### src/rtl/bias_relu_quant.sv
// Bias add, optional ReLU, round-half-up requantization and saturation over K lanes,
// as a 2-deep elastic valid/ready pipeline with a saturating clip-event counter.
module bias_relu_quant #(
    parameter int unsigned K_CHANNELS    = 4,
    parameter int unsigned ACC_WIDTH     = 32,
    parameter int unsigned DATA_WIDTH    = 8,
    parameter int unsigned SHIFT_WIDTH   = 5,
    parameter int unsigned SAT_CNT_WIDTH = 16
) (
    input  logic                                   clk_i,
    input  logic                                   rst_i,
    input  logic                                   acc_valid_i,
    output logic                                   acc_ready_o,
    input  logic [K_CHANNELS-1:0][ACC_WIDTH-1:0]   acc_data_i,
    input  logic                                   acc_last_i,
    input  logic [K_CHANNELS-1:0][ACC_WIDTH-1:0]   bias_i,
    input  logic [SHIFT_WIDTH-1:0]                 shift_i,
    input  logic                                   relu_en_i,
    output logic                                   out_valid_o,
    input  logic                                   out_ready_i,
    output logic [K_CHANNELS-1:0][DATA_WIDTH-1:0]  out_data_o,
    output logic                                   out_last_o,
    output logic [SAT_CNT_WIDTH-1:0]               sat_cnt_o
);

    localparam int unsigned SUM_W = ACC_WIDTH + 1;
    localparam int unsigned RND_W = ACC_WIDTH + 2;
    localparam int unsigned POP_W = $clog2(K_CHANNELS + 1);

    localparam logic signed [RND_W-1:0] C_QMAX = RND_W'(2 ** (DATA_WIDTH - 1) - 1);
    localparam logic signed [RND_W-1:0] C_QMIN = ~C_QMAX;
    localparam logic signed [RND_W-1:0] C_ONE  = RND_W'(1);

    logic                                  w_s1_adv;
    logic                                  w_in_acc;
    logic                                  w_s2_load;
    logic [K_CHANNELS-1:0][SUM_W-1:0]      w_sum;
    logic [K_CHANNELS-1:0][DATA_WIDTH-1:0] w_q;
    logic [K_CHANNELS-1:0]                 w_sat;
    logic [POP_W-1:0]                      w_sat_pop;
    logic [SAT_CNT_WIDTH:0]                w_sat_sum;

    logic                                  r_s1_valid;
    logic                                  r_s1_last;
    logic                                  r_s1_relu;
    logic [SHIFT_WIDTH-1:0]                r_s1_shift;
    logic [K_CHANNELS-1:0][SUM_W-1:0]      r_s1_sum;
    logic                                  r_s2_valid;
    logic                                  r_out_last;
    logic [K_CHANNELS-1:0][DATA_WIDTH-1:0] r_out_data;
    logic [SAT_CNT_WIDTH-1:0]              r_sat_cnt;

    // Round-half-up as floor((floor(x / 2^(s-1)) + 1) / 2); exact for any shift, no X.
    function automatic logic [DATA_WIDTH:0] f_quant(
        input logic signed [SUM_W-1:0] sum,
        input logic [SHIFT_WIDTH-1:0]  sh,
        input logic                    relu
    );
        logic signed [RND_W-1:0] v_ext;
        logic signed [RND_W-1:0] v_t;
        logic signed [RND_W-1:0] v_r;
        logic                    v_sat;
        v_ext = RND_W'(sum);
        v_t   = '0;
        v_r   = '0;
        v_sat = 1'b0;
        if (!(relu && sum[SUM_W-1])) begin
            if (sh == '0) begin
                v_r = v_ext;
            end else begin
                v_t = v_ext >>> (sh - SHIFT_WIDTH'(1));
                v_r = (v_t + C_ONE) >>> 1;
            end
            if (v_r > C_QMAX) begin
                v_r   = C_QMAX;
                v_sat = 1'b1;
            end else if (v_r < C_QMIN) begin
                v_r   = C_QMIN;
                v_sat = 1'b1;
            end
        end
        return {v_sat, v_r[DATA_WIDTH-1:0]};
    endfunction

    assign w_s1_adv    = !r_s2_valid || out_ready_i;
    assign acc_ready_o = !r_s1_valid || w_s1_adv;
    assign w_in_acc    = acc_valid_i && acc_ready_o;
    assign w_s2_load   = r_s1_valid && w_s1_adv;

    // Per-lane datapath for both stages plus clip popcount.
    always_comb begin
        w_sum     = '0;
        w_q       = '0;
        w_sat     = '0;
        w_sat_pop = '0;
        for (int k = 0; k < int'(K_CHANNELS); k++) begin
            w_sum[k] = SUM_W'($signed(acc_data_i[k])) + SUM_W'($signed(bias_i[k]));
            {w_sat[k], w_q[k]} = f_quant($signed(r_s1_sum[k]), r_s1_shift, r_s1_relu);
            w_sat_pop = w_sat_pop + POP_W'(w_sat[k]);
        end
        w_sat_sum = {1'b0, r_sat_cnt} + (SAT_CNT_WIDTH + 1)'(w_sat_pop);
    end

    always_ff @(posedge clk_i or posedge rst_i) begin
        if (rst_i) begin
            r_s1_valid <= 1'b0;
            r_s1_last  <= 1'b0;
            r_s1_relu  <= 1'b0;
            r_s1_shift <= '0;
            r_s1_sum   <= '0;
        end else begin
            if (w_in_acc) begin
                r_s1_sum   <= w_sum;
                r_s1_last  <= acc_last_i;
                r_s1_shift <= shift_i;
                r_s1_relu  <= relu_en_i;
            end
            r_s1_valid <= w_in_acc || (r_s1_valid && !w_s1_adv);
        end
    end

    // Output stage; the counter sticks at all-ones instead of wrapping.
    always_ff @(posedge clk_i or posedge rst_i) begin
        if (rst_i) begin
            r_s2_valid <= 1'b0;
            r_out_last <= 1'b0;
            r_out_data <= '0;
            r_sat_cnt  <= '0;
        end else begin
            if (w_s2_load) begin
                r_out_data <= w_q;
                r_out_last <= r_s1_last;
                r_sat_cnt  <= w_sat_sum[SAT_CNT_WIDTH] ? '1 : w_sat_sum[SAT_CNT_WIDTH-1:0];
            end
            r_s2_valid <= w_s2_load || (r_s2_valid && !out_ready_i);
        end
    end

    assign out_valid_o = r_s2_valid;
    assign out_data_o  = r_out_data;
    assign out_last_o  = r_out_last;
    assign sat_cnt_o   = r_sat_cnt;

endmodule
### config.mk
export PLATFORM = sky130hd
export DESIGN_NAME = bias_relu_quant
export DESIGN_NICKNAME = d
export VERILOG_FILES = /design/src/rtl/bias_relu_quant.sv
export SDC_FILE = /design/constraint.sdc
export NUM_CORES = 1
export LEC_CHECK = 0
export CAP_MARGIN = 30
export CORE_ASPECT_RATIO = 1.5
export CORE_MARGIN = 2
export CORE_UTILIZATION = 30
export DETAILED_ROUTE_END_ITERATION = 8
export GPL_TIMING_DRIVEN = 0
export SKIP_LAST_GASP = 1
export SLEW_MARGIN = 10
export SYNTH_ARGS = -nofsm -noshare
export SYNTH_HDL_FRONTEND = slang
export SYNTH_SLANG_ARGS = --single-unit
### constraint.sdc
create_clock -name clk_i -period 14.1 [get_ports clk_i]
set_clock_uncertainty 0.1 [all_clocks]
set_input_delay 1.41 -clock clk_i [delete_from_list [all_inputs] [get_ports clk_i]]
set_output_delay 1.41 -clock clk_i [all_outputs]
set_load 0.02 [all_outputs]
==> results of run 1 <==
[worst reg2reg max path, delay by kind of cell (launching register included)]
family                     cells  cell delay, ps
and+or+nand+nor                8            2600
xor gates and xnor gates       1             330
adders and majority gates      4            1340
DFF                            1             410
AOI/OAI and AO/OA              8            1820
buffers and inverters         22            7060
[final timing paths]
kind | to | cells past startpoint | slack, ps | from
min reg2reg | out_last_o$_DFFE_PP0P_ | 2 | 380 | r_s1_last$_DFFE_PP0P_
max in group asynchronous | r_s1_sum[88]$_DFFE_PP0P_ | 3 | 11650 | rst_i
min in group asynchronous | r_s1_sum[14]$_DFFE_PP0P_ | 2 | 1230 | rst_i
max reg2reg | sat_cnt_o[4]$_DFFE_PP0P_ | 43 | 310 | r_s1_shift[0]$_DFFE_PP0P_
min | out_last_o$_DFFE_PP0P_ | 2 | 380 | r_s1_last$_DFFE_PP0P_
max | sat_cnt_o[4]$_DFFE_PP0P_ | 43 | 310 | r_s1_shift[0]$_DFFE_PP0P_
[sequential cells by signal (all words and copies together) (netlist names)]
| signal | cells |
|---|---|
| out_last_o | 1 |
| r_s1_relu | 1 |
| out_valid_o | 1 |
| sat_cnt_o | 16 |
| r_s1_last | 1 |
| out_data_o | 32 |
| r_s1_sum | 132 |
| r_s1_shift | 5 |
| r_s1_valid | 1 |
[timing repair]
| item | CTS | global route |
|---|---|---|
| hold endpoints to repair | 0 | 0 |
| gates resized for setup | 8 | 1 |
| endpoints found under the setup margin | 16 | 15 |
[cells in the final DEF (no fill, tap or decap), types with 95 or more instances in the layout]
master           instances
nand2_1                482
clkdlybuf4s50_1        317
o21ai_0                250
dfrtp_1                190
nor2_1                 187
a21oi_1                185
ha_1                   134
nor3_1                 122
nand3_1                120
mux2i_1                119
mux4_2                 109
clkbuf_1                95
[layout make-up]
type	instances	area, um2	area share
well taps	1147	1440	0.0445
multi-input cells	2804	20500	0.635
diodes	5	12.5	0.000388
plain buffers	195	1050	0.0326
repair buffers	349	3600	0.112
clock buffers	17	425	0.0132
flip-flops and latches	190	4750	0.148
clock inverters	15	195	0.00606
inverters	74	285	0.00885
[stage by stage]
| step | setup TNS, ps | total power (uW) | std cells | setup WS, ps |
|---|---|---|---|---|
| 3_3_place_gp | -50750 | 4500 | 4732 | -2920 |
| 5_1_grt | 0 | 5390 | 4791 | 38.1 |
| 3_5_place_dp | -21690 | 4510 | 4758 | -1570 |
| 4_1_cts | 0 | 5070 | 4787 | 372 |
| 2_1_floorplan | 0 | 3060 | 3268 | 4310 |
| 6_report | 0 | 5200 | 4796 | 314 |
[cells by family after synthesis]
logic type | Yosys count | synth area share
buffers and inverters | 274 | 0.0499
AOI/OAI and AO/OA | 920 | 0.229
DFF | 190 | 0.179
and+or+nand+nor | 1272 | 0.235
xor gates and xnor gates | 177 | 0.0590
muxes | 294 | 0.180
adders and majority gates | 141 | 0.0685
[report_power, final]
group	internal [uW]	switching [uW]
sequential	676	271
combinational	1350	2360
clock	270	267
[metal layers]
metal / vias to the layer above / routed length (um) / track usage
met1: 14700 / 55400 / 0.377
met5: - / 49 / 0
met4: 6 / 13100 / 0.250
li1: 13200 / - / -
met2: 1747 / 67700 / 0.516
met3: 566 / 11500 / 0.0590
==> impl_results.md, run 1 <==
* Vias per cell at 6.30
* Ys async rst share at 1.00
* Hold Vio Cnt, Final at 0
* Clock latency on the worst-skew pair at 530 ps
* Reg clk slew, reported paths at 80 ps
* Sink Count at 190
* Final ANT Viol Nets at 0
* First-pass GRT wire length at 211000 um
* Static Leak at 0.0128 uW
* Tightest Pin Transition at 1170 ps
* Gpl congestion at 1.03
* Final instance area at 32200 um2
* Slowest-stage cell, CP: clkdlybuf4s15_2
* Antenna violations before repair at 6
* Most used cell, CP: buf_6
* Max Root-Sink Buffers at 2
* Ranking of synthesized cells by area: dfrtp_1, mux4_2, nand2_1
* Mapped Area at 26500 um2
* Largest net degree at the start of global routing at 100
* Most numerous cell in the Yosys netlist: nand2_1
* Final setup violating endpoints at 0
* Number of fill cells at 9133
* Critical path capture point type: flop
* Core area at 87700 um2
* Cell taking the most area after synthesis: dfrtp_1
* Sequential element share of the synthesized area at 0.179
* Die X at 247 um
* CTS Buf Count at 17
* Number of synthesized flops with an enable pin at 0
* Worst Hold Class: reg -> reg
* Fmax at 72.5 MHz
* Vias at 30200
* Grt ovf at 0
* Core Util, Final at 0.368
* Die area at 90900 um2
* CP Class: reg -> reg
* Slew Limit Fails at 0
* Cts hold-fix bufs at 0
* Post-detailed-placement half-perimeter wirelength at 119000 um
* Synth Register Bits at 190
* VDD IR max at 0.0791 mV
* Pwr dens at 161 nW/um2
* Synth Warn # at 0
* I/O pins at 318
* WP buf/inv at 22
* Cell family with most CP delay: buffers and inverters
* Initial core utilization at 0.302
* Number of setup buffers added after CTS at 0
* Num rows at 133
* PortBufs at 317
* CP Data Required Time at 14390 ps
* Drt drc at 0
* CTS tree: yes
* Max cap viols at 0
* Synth-to-layout area growth at 21.5%
* List of most frequent post-synthesis cells: nand2_1, o21ai_0, dfrtp_1
* RSZ-0062 raised after global routing: no
* Worst hold slack at 378 ps
* Vias in the first global route at 29900
* Tmin final at 13790 ps
* Root Buffer Master: clkbuf_16
* Type of origin of the critical path: flop
* Status: finished clean
* Mean post-synth cell area at 8.12 um2
* Initial DRT Pass Iterations at 6
* DR iter-0 viols at 3270
* Top cell type's share of synthesized area at 0.179
* WL final at 148000 um
* CP Max Fanout at 28
* CP Data Arrival Time at 14080 ps
* Layout Nets at 4039
* Global Route Usage Sum at 0.322
* Largest stage delay, worst path at 580 ps
* Top FF cell, synth: dfrtp_1
* Period utilisation layout at 0.978
* Post-Syn Instances at 3268
* Syn nets at 3676
* Worst relative slew slack at 0.220
* # H-tree levels at 4
* Yosys cell types at 106
* Die height at 368 um
* DR WL/cell at 30.8 um
* DP Area at 31500 um2
* Layout cells sized above 1 at 0.0999
No activity file was read; power rests on OpenSTA's default activity.
==> run 2: changes to the inputs <==
--- a/config.mk
+++ b/config.mk
@@ -11,6 +11,7 @@
 export CORE_UTILIZATION = 30
 export DETAILED_ROUTE_END_ITERATION = 8
 export GPL_TIMING_DRIVEN = 0
+export MAX_ROUTING_LAYER = met4
 export SKIP_LAST_GASP = 1
 export SLEW_MARGIN = 10
 export SYNTH_ARGS = -nofsm -noshare
==> run 2 against run 1 <==
Via count increased by 0.19%. Sequential power increased by 0.5%. The flow now finishes with violations (design-rule violations). Global-route usage increased by 1.2 points. Clock-buffer cell count unchanged. First-iteration DRC count decreased by 8.3%. Critical path type unchanged.
==> impl_results.md, run 2 (synthesis gave the netlist of run 1 again) <==
* Failing checks: design-rule violations
* Hold Vio Cnt, Final at 0
* Cell family with most CP delay: buffers and inverters
* Leading cell type in the layout, fill and taps excluded: nand2_1
* RSZ-0062 raised after global routing: no
* Largest stage delay, worst path at 680 ps
* Max cap viols at 0
* Reg2reg start: r_s1_shift[0]$_DFFE_PP0P_
* Type of origin of the critical path: flop
* Num rows at 133
* Critical path capture point type: flop
* Met2 Wirelength at 69000 um
* Worst Hold Class: reg -> reg
* Static Leak at 0.0128 uW
* DR iter-0 viols at 3000
* Register Area at 4750 um2
* Final ANT Viol Nets at 0
* CP Data Arrival Time at 13920 ps
* CP endpoint: sat_cnt_o[4]$_DFFE_PP0P_
* Gpl congestion at 1.06
* WL final at 149000 um
* Fmax at 73.4 MHz
* Pwr dens at 162 nW/um2
* Vias at 30300
* Post-detailed-placement half-perimeter wirelength at 121000 um
* Die X at 247 um
* M1 WL at 54900 um
* I/O pins at 318
* Critical path origin: r_s1_shift[0]$_DFFE_PP0P_
* Die area at 90900 um2
* Footprint of the multi-input gates at 20500 um2
* Sink Count at 190
* CTS Buf Count at 17
* Flop pwr share at 0.183
* Slew Limit Fails at 0
* Core area at 87700 um2
* Global Route Usage Sum at 0.334
* VDD IR max at 0.101 mV
* # H-tree levels at 4
* Layout cells sized above 1 at 0.102
* Tmin final at 13630 ps
* Reg clk slew, reported paths at 70 ps
* Layout Nets at 4038
* Vias per cell at 6.31
* Synth-to-layout area growth at 21.4%
* Comb power frac at 0.718
* CP Data Required Time at 14390 ps
* Clock latency on the worst-skew pair at 540 ps
* Drt drc at 5
* CP Depth at 37
* Grt ovf at 0
* Max FFs per register at 132
* Initial DRT Pass Iterations at 9
* DR WL met3 at 12700 um
* Core Util, Final at 0.367
* Period utilisation layout at 0.967
* WP buf/inv at 16
* Initial core utilization at 0.302
* Worst relative slew slack at 0.197
* CP Class: reg -> reg
* Reg2Reg Setup Slack at 470 ps
* Clock power share at 0.099
* Switch share at 0.562
* Reg2Reg Depth at 37
* Most used cell, CP: buf_6
* Slowest-stage cell, CP: clkbuf_2
* Tightest Pin Transition at 1200 ps
* Max Root-Sink Buffers at 2
* Die height at 368 um
* Number of setup buffers added after CTS at 0
* Internal Power at 2280 uW
* First-pass GRT wire length at 212000 um
* CP Max Fanout at 19
* Antenna violations before repair at 6
* Sw Pwr at 2920 uW
* CTS tree: yes
* Most frequent cells in the layout: nand2_1, clkdlybuf4s50_1, o21ai_0
* Number of fill cells at 9194
* Worst R2R End: sat_cnt_o[4]$_DFFE_PP0P_
* Top layer in use: met4
* PortBufs at 317
* Vias in the first global route at 29500
* Status: finished with violations
* Top reg by flops: r_s1_sum
* Worst hold slack at 372 ps
* Largest net degree at the start of global routing at 100
* Root Buffer Master: clkbuf_16
* Final setup violating endpoints at 0
* DR WL/cell at 31.1 um
-- run 2: cell types whose count changed in the layout (fill, tap and decap cells not counted), sizes merged --
cell,before,now
clkinvlp,0,3
buf,125,123
clkbuf,117,119
bufinv,2,1
clkdlybuf4s15,2,1
clkinv,6,5
diode,5,6
inv,81,80
-- run 2: how the worst min path moves through the flow --
stage | start | cells after the start | slack [ps] | endpoint
final | r_s1_last$_DFFE_PP0P_ | 2 | 370 | out_last_o$_DFFE_PP0P_
after global routing | r_s1_last$_DFFE_PP0P_ | 2 | 400 | r_s1_last$_DFFE_PP0P_
after CTS | r_s1_last$_DFFE_PP0P_ | 2 | 380 | out_last_o$_DFFE_PP0P_
after detailed placement | r_s1_last$_DFFE_PP0P_ | 2 | 360 | out_last_o$_DFFE_PP0P_
after global placement | r_s1_last$_DFFE_PP0P_ | 2 | 350 | out_last_o$_DFFE_PP0P_
after floorplan | r_s1_last$_DFFE_PP0P_ | 2 | 340 | out_last_o$_DFFE_PP0P_
-- run 2: metrics by stage --
stage                     setup slack (ps)  std cells  TNS (ps)  area [um2]  total power, uW
after global placement               -2890       4732    -50470       31100             4520
final                                  468       4796         0       32200             5200
after global routing                  96.7       4794         0       32200             5400
after detailed placement             -1480       4757    -20260       31500             4530
after CTS                              239       4786         0       32100             5070
after floorplan                       4310       3268         0       26500             3060
-- run 2: layer usage --
metal	global-route usage	vias to the layer above
met5	-	-
met2	0.529	1818
met4	0.235	0
met1	0.370	14700
met3	0.0743	567
li1	-	13200
-- run 2: tightest hold or removal path: stages (launching register included) --
cell,delay (ps)
dfrtp_1,340
nand2_1,50
nand2_1,50
-- run 2: layout make-up --
class / instances / area share
timing repair buffer: 348 / 0.111
clock buffer: 17 / 0.0132
sequential: 190 / 0.148
antenna: 6 / 0.000466
tap: 1147 / 0.0446
clock inverter: 15 / 0.00540
inverter: 74 / 0.00886
multi-input combinational: 2804 / 0.636
buffer: 195 / 0.0327
-- run 2: power groups by stage --
stage	Sequential, uW	Combinational, uW	Clock [uW]
final	952	3730	517
after global routing	959	3890	549
after CTS	938	3600	529
after detailed placement	947	3580	0
after global placement	944	3580	0
after floorplan	860	2200	0
-- run 2: repair_timing --
action                     CTS  global route
gates resized for setup      8             4
hold buffers                 0             0
gates cloned                 0             0
setup endpoints to repair   16            14
